### src/rtl/matrix_seq.sv
// Insert/query sequencer for the adjacency-matrix element array: resolves vertex IDs to slots,
// allocates new slots, strobes row writes and reduces row hits. Optional MATRIX_SEQ_DEDUP_EN.
module matrix_seq #(
    parameter  int WINSIZE  = 200,
    parameter  int ID_WIDTH = 11,
    localparam int ADDR_W   = $clog2(WINSIZE)
) (
    input  logic                clk,
    input  logic                rst_n,
    input  logic                edge_valid,
    input  logic [ID_WIDTH-1:0] edge_src,
    input  logic [ID_WIDTH-1:0] edge_dst,
    output logic                edge_ready,
    input  logic                qry_valid,
    input  logic [ID_WIDTH-1:0] qry_src,
    input  logic [ID_WIDTH-1:0] qry_dst,
    output logic                qry_ready,
    output logic                result_valid,
    output logic                result_edge,
    output logic [ID_WIDTH-1:0] edge_in,
    output logic [WINSIZE-1:0]  data_rdy_in,
    output logic                edge_rdy,
    output logic [ADDR_W-1:0]   edge_addr,
    input  logic [WINSIZE-1:0]  is_equal_vec,
    input  logic [WINSIZE-1:0]  has_edge_vec,
`ifdef MATRIX_SEQ_DEDUP_EN
    output logic [15:0]         dup_cnt,
`endif
    output logic [ADDR_W:0]     fill_cnt,
    output logic                overflow,
    output logic                multi_hit
);

    // Handshakes: a request is taken on the posedge where valid and ready are both high;
    // ready depends only on FSM state (and edge_valid for queries), never on the
    // request payload, and the payload need not be held after that edge.

    typedef enum logic [3:0] {
        IDLE, LOOK_DST, RES_DST, LOOK_SRC, RES_SRC, WRITE,
        Q_LOOK_DST, Q_RES_DST, Q_LOOK_SRC, Q_RES_SRC, Q_READ, Q_SAMPLE,
        D_READ, D_SAMPLE
    } state_t;

    state_t              state, next_state;
    logic [ID_WIDTH-1:0] src_id, dst_id;
    logic [ADDR_W-1:0]   dst_slot, hit_idx, res_slot;
    logic                q_miss;
    logic                hit, multi, full;
    logic                alloc, set_ovf, set_mh, ld_dst, ld_addr, q_miss_set;
`ifdef MATRIX_SEQ_DEDUP_EN
    logic                dup_inc;
`endif

    assign hit      = |is_equal_vec;
    assign multi    = |(is_equal_vec & (is_equal_vec - WINSIZE'(1)));
    assign full     = (fill_cnt == (ADDR_W+1)'(WINSIZE));
    assign res_slot = hit ? hit_idx : fill_cnt[ADDR_W-1:0];

    assign edge_ready = rst_n && (state == IDLE);
    assign qry_ready  = edge_ready && !edge_valid;

    // Lowest set index wins when several elements claim the same ID.
    always_comb begin
        hit_idx = '0;
        for (int i = WINSIZE - 1; i >= 0; i--)
            if (is_equal_vec[i]) hit_idx = ADDR_W'(i);
    end

    always_comb begin
        next_state   = state;
        edge_in      = '0;
        data_rdy_in  = '0;
        edge_rdy     = 1'b0;
        result_valid = 1'b0;
        result_edge  = 1'b0;
        alloc        = 1'b0;
        set_ovf      = 1'b0;
        set_mh       = 1'b0;
        ld_dst       = 1'b0;
        ld_addr      = 1'b0;
        q_miss_set   = 1'b0;
`ifdef MATRIX_SEQ_DEDUP_EN
        dup_inc      = 1'b0;
`endif
        case (state)
            IDLE: begin
                if (edge_valid)     next_state = LOOK_DST;
                else if (qry_valid) next_state = Q_LOOK_DST;
            end
            LOOK_DST: begin edge_in = dst_id; next_state = RES_DST; end
            RES_DST: begin
                edge_in = dst_id;
                set_mh  = hit && multi;
                if (hit) begin
                    ld_dst     = 1'b1;
                    next_state = LOOK_SRC;
                end else if (!full) begin
                    data_rdy_in = WINSIZE'(1) << fill_cnt;
                    alloc       = 1'b1;
                    ld_dst      = 1'b1;
                    next_state  = LOOK_SRC;
                end else begin
                    set_ovf    = 1'b1;
                    next_state = IDLE;
                end
            end
            LOOK_SRC: begin edge_in = src_id; next_state = RES_SRC; end
            RES_SRC: begin
                edge_in = src_id;
                set_mh  = hit && multi;
                if (hit || !full) begin
                    if (!hit) begin
                        data_rdy_in = WINSIZE'(1) << fill_cnt;
                        alloc       = 1'b1;
                    end
                    ld_addr = 1'b1;
`ifdef MATRIX_SEQ_DEDUP_EN
                    next_state = D_READ;
`else
                    next_state = WRITE;
`endif
                end else begin
                    set_ovf    = 1'b1;
                    next_state = IDLE;
                end
            end
            WRITE: begin edge_in = src_id; edge_rdy = 1'b1; next_state = IDLE; end
`ifdef MATRIX_SEQ_DEDUP_EN
            D_READ: begin edge_in = src_id; next_state = D_SAMPLE; end
            D_SAMPLE: begin
                edge_in = src_id;
                if (|has_edge_vec) begin
                    dup_inc    = 1'b1;
                    next_state = IDLE;
                end else begin
                    next_state = WRITE;
                end
            end
`endif
            Q_LOOK_DST: begin edge_in = dst_id; next_state = Q_RES_DST; end
            Q_RES_DST: begin
                edge_in = dst_id;
                set_mh  = hit && multi;
                if (hit) begin
                    ld_dst     = 1'b1;
                    next_state = Q_LOOK_SRC;
                end else begin
                    q_miss_set = 1'b1;
                    next_state = Q_SAMPLE;
                end
            end
            Q_LOOK_SRC: begin edge_in = src_id; next_state = Q_RES_SRC; end
            Q_RES_SRC: begin
                edge_in = src_id;
                set_mh  = hit && multi;
                if (hit) begin
                    ld_addr    = 1'b1;
                    next_state = Q_READ;
                end else begin
                    q_miss_set = 1'b1;
                    next_state = Q_SAMPLE;
                end
            end
            Q_READ: begin edge_in = src_id; next_state = Q_SAMPLE; end
            Q_SAMPLE: begin
                edge_in      = src_id;
                result_valid = 1'b1;
                result_edge  = !q_miss && (|has_edge_vec);
                next_state   = IDLE;
            end
            default: next_state = IDLE;
        endcase
    end

    always_ff @(posedge clk or negedge rst_n) begin
        if (!rst_n) begin
            state     <= IDLE;
            src_id    <= '0;
            dst_id    <= '0;
            dst_slot  <= '0;
            edge_addr <= '0;
            fill_cnt  <= '0;
            overflow  <= 1'b0;
            multi_hit <= 1'b0;
            q_miss    <= 1'b0;
        end else begin
            state <= next_state;
            if (state == IDLE) begin
                q_miss <= 1'b0;
                if (edge_valid) begin
                    src_id <= edge_src;
                    dst_id <= edge_dst;
                end else if (qry_valid) begin
                    src_id <= qry_src;
                    dst_id <= qry_dst;
                end
            end
            if (q_miss_set) q_miss    <= 1'b1;
            if (ld_dst)     dst_slot  <= res_slot;
            if (ld_addr)    edge_addr <= dst_slot;
            if (alloc)      fill_cnt  <= fill_cnt + (ADDR_W+1)'(1);
            if (set_ovf)    overflow  <= 1'b1;
            if (set_mh)     multi_hit <= 1'b1;
        end
    end

`ifdef MATRIX_SEQ_DEDUP_EN
    always_ff @(posedge clk or negedge rst_n) begin
        if (!rst_n)                         dup_cnt <= '0;
        else if (dup_inc && dup_cnt != '1)  dup_cnt <= dup_cnt + 16'd1;
    end
`endif

endmodule

### config.mk
export PLATFORM = sky130hd
export DESIGN_NAME = matrix_seq
export DESIGN_NICKNAME = d
export VERILOG_FILES = /design/src/rtl/matrix_seq.sv
export SDC_FILE = /design/constraint.sdc
export NUM_CORES = 1
export LEC_CHECK = 0
export CELL_PAD_IN_SITES_DETAIL_PLACEMENT = 1
export CELL_PAD_IN_SITES_GLOBAL_PLACEMENT = 1
export CORE_AREA = 5 5 266 268
export CTS_CLUSTER_DIAMETER = 30
export CTS_CLUSTER_SIZE = 25
export DETAILED_ROUTE_END_ITERATION = 7
export DIE_AREA = 0 0 271 273
export HOLD_SLACK_MARGIN = 0.03
export PLACE_DENSITY_LB_ADDON = 0.1
export SLEW_MARGIN = 20
export SYNTH_ARGS = -nofsm -noshare
export SYNTH_HDL_FRONTEND = slang
export SYNTH_SLANG_ARGS = --single-unit
### constraint.sdc
create_clock -name clk -period 3.3 [get_ports clk]
set_clock_uncertainty 0.15 [all_clocks]
set_input_delay 0.33 -clock clk [delete_from_list [all_inputs] [get_ports clk]]
set_output_delay 0.33 -clock clk [all_outputs]
set_load 0.02 [all_outputs]
==> results.cfg, run 1 <==
[route]
drt_iter0_drc = 965
drc = 0
wl_per_cell_um = 26.4
postRouteWirelength_mm = 103
drtPass1Iterations = 5
vias_per_cell = 4.92
via_count = 19200
ant_nets = 0

[synthesis]
ys_ff_latch = 54
synth-async-reset-ratio_pct = 100
yosysUniqueCellTypes = 77
synth_edf_count = 0
syn-instance-count = 1607
synth-seq-area-share_pct = 13.6
synthFlopType = dfrtp_1
syn_avg_cell_area_um2 = 6.16
mappedNetlistArea_um2 = 9910
syn_nets = 2061
yosys_warnings = 0

[hold_path]
hold_class = input pin to async pin

[timing]
final-setup-viol-count = 201
slew_headroom_pct = 7.16
setup_ws_ns = -0.669
fin_crit_sh_pct = 120
rsz0062_at_grt = true
slew_violations = 0
tightest_slew_ns = 1.39
max_freq_mhz = 252
min_period_ns = 3.97
hold_violations = 0

[placed_design]
portBuffers = 682
dp_slack_ns = -1.54
dpl.hpwl_mm = 86.1
gp_congestion = 0.940
placed_cells = 3713
post_dp_cell_area_um2 = 23500

[clock_network]
cts_hold_buf = 0
cts.sinks = 54
numCtsBuffers = 5
clk_pin_slew_ns = 0.08
cts_max_path_buffers = 2
cts_htree_levels = 2
clk-insertion-delay-late_ns = 0.30
cts_tree = built
cts_root_buf = clkbuf_16

[critical_path]
r2r_end = multi_hit
cpMostUsedCell = buf_6
crit_path_top_delay_cell = nor4_4
cp-end-kind = primary output
required_ns = 2.82
slowest_delay_ns = 0.37
crit_path_start_kind = input pin
crit_buf_inv = 7
timing.rr.start = multi_hit
path_delay_family = simple AND/OR/NAND/NOR gates
path_max_fanout = 4
cp.arrival_ns = 3.49
reg2reg_slack_ns = 0.32
criticalPathCategory = input pin to primary output
path_cells = clkdlybuf4s15_1 > nor4_2 > nand4_1 > buf_6 > nor4_4 > buf_12 > nand4_4 > or2_4 > nor4_4 > buf_4 > and2_4 > nand2_8 > buf_16 > buf_6 > nor2_4 > buf_6
rr_worst_depth = 10

[status]
violations = negative setup slack
status = finished with violations

[die]
fp.dieH_um = 273
core_um2 = 68100
rows = 96
die_w_um = 271
dieArea_um2 = 74000
ios = 683
start_util_pct = 14.5

[global_route]
use_met1_pct = 27.6
overflow = 0
globalRouteTotalUtil_pct = 24.9
globalRouteMet2Util_pct = 49.2
grt_pass1_vias = 19900
grt.busiest_layer = met2
grt_max_degree = 55
antenna_found_initial = 17
grt_util_met3_pct = 4.06
grt_first_pass_wirelength_mm = 140

[final_layout]
final_cell_count_no_fill = 3894
drive_gt1_share_pct = 45.0
utilization_pct = 39.8
area_delta_synth_final_pct = 174
final_cell_mix = buf_4 (677), clkdlybuf4s50_1 (346), buf_6 (248)
layout.nets = 3458
fin_area_um2 = 27100
final_common_cell = buf_4

[pwr]
vdd_drop_max_mv = 0.217
total_power_uw = 5020
power.static_leakage_uw = 0.0107
powerDensity_nw_per_um2 = 185

[job]
cap_violations = 0
-- per-layer routing --
metal  vias up  routed length (µm)
met4         8                3560
met2       591               55500
met5         -                  53
li1       8985                   -
met1      9445               38800
met3       142                4740
-- final cells by class --
| type | instances | area (µm²) |
|---|---|---|
| fill | 8052 | 41000 |
| clock inverter | 2 | 17.5 |
| antenna | 7 | 17.5 |
| multi-input combinational | 1426 | 10600 |
| tap | 882 | 1100 |
| sequential | 54 | 1350 |
| timing repair buffer | 1465 | 13700 |
| inverter | 52 | 195 |
| clock buffer | 6 | 129 |
-- through the flow --
| step | setup TNS [ns] | hold WS, ns |
|---|---|---|
| 2_1_floorplan | -1.30 | -0.116 |
| 3_3_place_gp | -267.98 | 0.312 |
| 3_5_place_dp | -270.08 | 0.316 |
| 4_1_cts | -100.97 | 0.0932 |
| 5_1_grt | -128.94 | 0.131 |
| 6_report | -103.18 | 0.0725 |
-- cell usage after synthesis (all sizes together) (9+ instances only) --
| library cell | count | area share [%] |
|---|---|---|
| o41ai | 15 | 1.3 |
| o2111ai | 12 | 1.1 |
| clkbuf | 62 | 2.4 |
| a2111oi | 14 | 1.2 |
| a211oi | 11 | 0.83 |
| and3 | 9 | 0.57 |
| or3 | 20 | 1.4 |
| o31ai | 34 | 2.6 |
| nor3 | 71 | 3.8 |
| a21oi | 101 | 5.1 |
| inv | 52 | 2.0 |
| or4 | 26 | 2.0 |
| o211ai | 9 | 0.68 |
| nor2 | 361 | 14 |
| nand3 | 72 | 3.6 |
| o21ai | 89 | 4.5 |
| nand4 | 65 | 4.2 |
| nand2b | 11 | 0.69 |
| nand2 | 134 | 5.1 |
| nor2b | 9 | 0.57 |
| dfrtp | 54 | 14 |
| a22o | 14 | 1.2 |
| nor4 | 158 | 11 |
| o21a | 12 | 0.91 |
| or2 | 14 | 0.88 |
| mux2i | 24 | 2.4 |
| buf | 13 | 0.59 |
-- flip-flops by register name, summed over array words and instances, names as in the netlist --
register,cells
dst_id,11
src_id,11
fill_cnt,9
dst_slot,8
edge_addr,8
state,4
multi_hit,1
overflow,1
q_miss,1
-- worst reg2reg max path: stages, from the launching register on --
cell,delay (ns)
dfrtp_1,0.48
a221oi_1,0.28
buf_4,0.17
o2111ai_1,0.13
a2111oi_1,0.34
nand3_1,0.16
or3_4,0.40
nor4_4,0.30
buf_4,0.16
and4_1,0.17
a41oi_1,0.11
-- cells by family (layout without fill, tap and decap cells) --
group | count (synthesis) | count (layout) | synth area share, %
fa+ha+maj | 9 | 9 | 1.06
flops | 54 | 54 | 13.6
xor+xnor | 10 | 10 | 0.884
buf+inv | 127 | 1525 | 4.93
other cells | 0 | 7 | 0
compound gates | 400 | 400 | 26.9
mux | 32 | 32 | 3.33
simple gates | 975 | 975 | 49.2
-- worst max-delay path by stage --
| stage | start | end | slack [ns] | cells past startpoint |
|---|---|---|---|---|
| 2_1_floorplan | is_equal_vec[59] | multi_hit | -0.13 | 10 |
| 3_3_place_gp | is_equal_vec[31] | multi_hit | -1.57 | 15 |
| 3_5_place_dp | is_equal_vec[31] | multi_hit | -1.54 | 15 |
| 4_1_cts | is_equal_vec[59] | multi_hit | -0.71 | 12 |
| 5_1_grt | is_equal_vec[59] | multi_hit | -0.84 | 12 |
| 6_report | is_equal_vec[1] | data_rdy_in[24] | -0.67 | 16 |
-- power breakdown --
| part | switching (µW) | internal, µW | total [µW] |
|---|---|---|---|
| sequential | 98.0 | 850 | 948 |
| clock | 271 | 287 | 559 |
| combinational | 1840 | 1680 | 3510 |
-- timing repair --
item | 4_1_cts | 5_1_grt
pin swaps | 52 | 124
endpoints found under the setup margin | 231 | 226
cloned | 6 | 7
setup buffers | 45 | 111
resized for setup | 780 | 861
endpoints found under the hold margin | 0 | 0
(Power assumes the default switching activity.)
==> inputs of run 2 (changes only) <==
Settings changed: CORE_AREA 5 5 266 268 to 5 5 262 264, CTS_BUF_LIST set to sky130_fd_sc_hd__clkbuf_8, DIE_AREA 0 0 271 273 to 0 0 267 269, PLACE_DENSITY set to 0.56, PLACE_DENSITY_LB_ADDON 0.1 to unset.
Clock period 3.3 ns to 4.34 ns, I/O delays scaled along.
==> run 2 against run 1 <==
Net effect:
- the flow now finishes without violations
- critical path depth stayed put
- critical path type is now input pin to flip-flop
- die area is 2.9% lower
- clock power is 46% lower
- first-iteration DRC count is 29% higher
- non-clock buffer count is 269 lower
- cell count is 7.0% lower
- sequential share of layout area is 1.3 points higher
- sequential cell count stayed put
==> results.cfg, run 2 (synthesis gave the netlist of run 1 again) <==
[status]
status = finished, final reports clean

[critical_path]
timing.rr.start = fill_cnt[4]
reg2reg_slack_ns = 1.21
crit_start = is_equal_vec[9]
crit_path_start_kind = input pin
path_max_fanout = 8
r2r_end = edge_addr[7]
required_ns = 4.37
cp.arrival_ns = 4.34
rr_worst_depth = 8
criticalPathCategory = input pin to flip-flop
cp-end-kind = flip-flop
cp-endpoint = multi_hit

[global_route]
grt_max_degree = 55
antenna_found_initial = 30
grt_first_pass_wirelength_mm = 132
overflow = 0
globalRouteTotalUtil_pct = 24.4
grt_pass1_vias = 19000

[placed_design]
portBuffers = 682
post_dp_cell_area_um2 = 21400
gp_congestion = 0.989
placed_cells = 3593
dpl.hpwl_mm = 84.1

[route]
highest_layer = met5
vias_per_cell = 4.98
wl_met3_mm = 8.22
drtPass1Iterations = 5
via_count = 18000
postRouteWirelength_mm = 94.9
drt-met1-wl_mm = 37.7
ant_nets = 0
wl_per_cell_um = 26.2
drc = 0
wl_met2_mm = 46.5
drt_iter0_drc = 1247

[pwr]
power.static_leakage_uw = 0.00862
vdd_drop_max_mv = 0.177
powerDensity_nw_per_um2 = 168

[final_layout]
fin_area_um2 = 21400
final_cell_mix = buf_4 (515), clkdlybuf4s50_1 (464), nor2_1 (357)
drive_gt1_share_pct = 27.2
area_delta_synth_final_pct = 116
final_common_cell = buf_4
utilization_pct = 32.3
reg.largest.list = dst_id: 11 flops, src_id: 11 flops, fill_cnt: 9 flops
final_cell_count_no_fill = 3621
layout.nets = 3189

[timing]
holdWs_ns = 0.128
fin_crit_sh_pct = 99.2
tightest_slew_ns = 1.03
min_period_ns = 4.31
slew_violations = 0
slew_headroom_pct = 30.5
finalSetupTns_ns = 0
max_freq_mhz = 232
hold_violations = 0
rsz0062_at_grt = true
final-setup-viol-count = 0

[clock_network]
clk_pin_slew_ns = 0.10
cts_htree_levels = 2
numCtsBuffers = 5
cts_max_path_buffers = 2
cts_tree = built
cts.sinks = 54
cts_hold_buf = 0
clk-insertion-delay-late_ns = 0.32
cts_root_buf = clkbuf_8

[job]
cap_violations = 0

[die]
ios = 683
core_um2 = 66300
fp.dieH_um = 269
start_util_pct = 14.9
rows = 95
die_w_um = 267
dieArea_um2 = 71800

[hold_path]
hold_class = input pin to async pin
[run 2: worst min-delay path by stage]
stage          slack (ns)  cells after the start          end
3_3_place_gp         0.32                      1     overflow
6_report             0.13                      2  dst_slot[1]
2_1_floorplan       -0.01                      0    dst_id[0]
3_5_place_dp         0.35                      1  dst_slot[7]
4_1_cts              0.15                      2  dst_slot[1]
5_1_grt              0.18                      2  dst_slot[1]
[run 2: metal layers]
metal	GRT usage (%)	up-vias
li1	-	8430
met4	4.96	22
met5	0	-
met1	29.1	8797
met2	43.5	669
met3	7.27	111
[run 2: worst max-delay path, cell delays in order]
cell and delay [ns]:
clkdlybuf4s50_1 0.54, nor4_1 0.23, buf_4 0.17, nand4_1 0.18, nor4_4 0.31, buf_4 0.18
buf_4 0.18, buf_4 0.16, nand3_1 0.13, a22o_1 0.25, a221o_1 0.28, a2111oi_2 0.47
buf_4 0.19, nand4_1 0.11, nor4_2 0.35, a41oi_1 0.16
[run 2: stage by stage]
step           worst slack [ns]  power, µW
2_1_floorplan             0.180       1760
3_3_place_gp             -0.833       3260
3_5_place_dp             -0.831       3300
4_1_cts                0.000224       3610
5_1_grt                 -0.0303       3840
6_report                 0.0337       3600
[run 2: report_power, final]
| group | switching, µW | internal [µW] | total [µW] |
|---|---|---|---|
| logic | 1330 | 1230 | 2560 |
| registers | 93.8 | 646 | 739 |
| clock network | 185 | 114 | 300 |
[run 2: repair_timing]
item,in CTS,in global routing
buffers inserted,0,6
gates cloned,0,2
resized for setup,318,260
pin swaps,3,13
setup endpoints to repair,198,201
[run 2: cell type report]
| class | instances | area (µm²) |
|---|---|---|
| fill | 8251 | 44900 |
| timing repair buffer | 1196 | 10200 |
| multi-input combinational | 1426 | 8440 |
| sequential | 54 | 1350 |
| tap | 873 | 1090 |
| inverter | 52 | 195 |
| clock buffer | 5 | 68.8 |
| antenna | 12 | 30.0 |
| clock inverter | 3 | 21.3 |
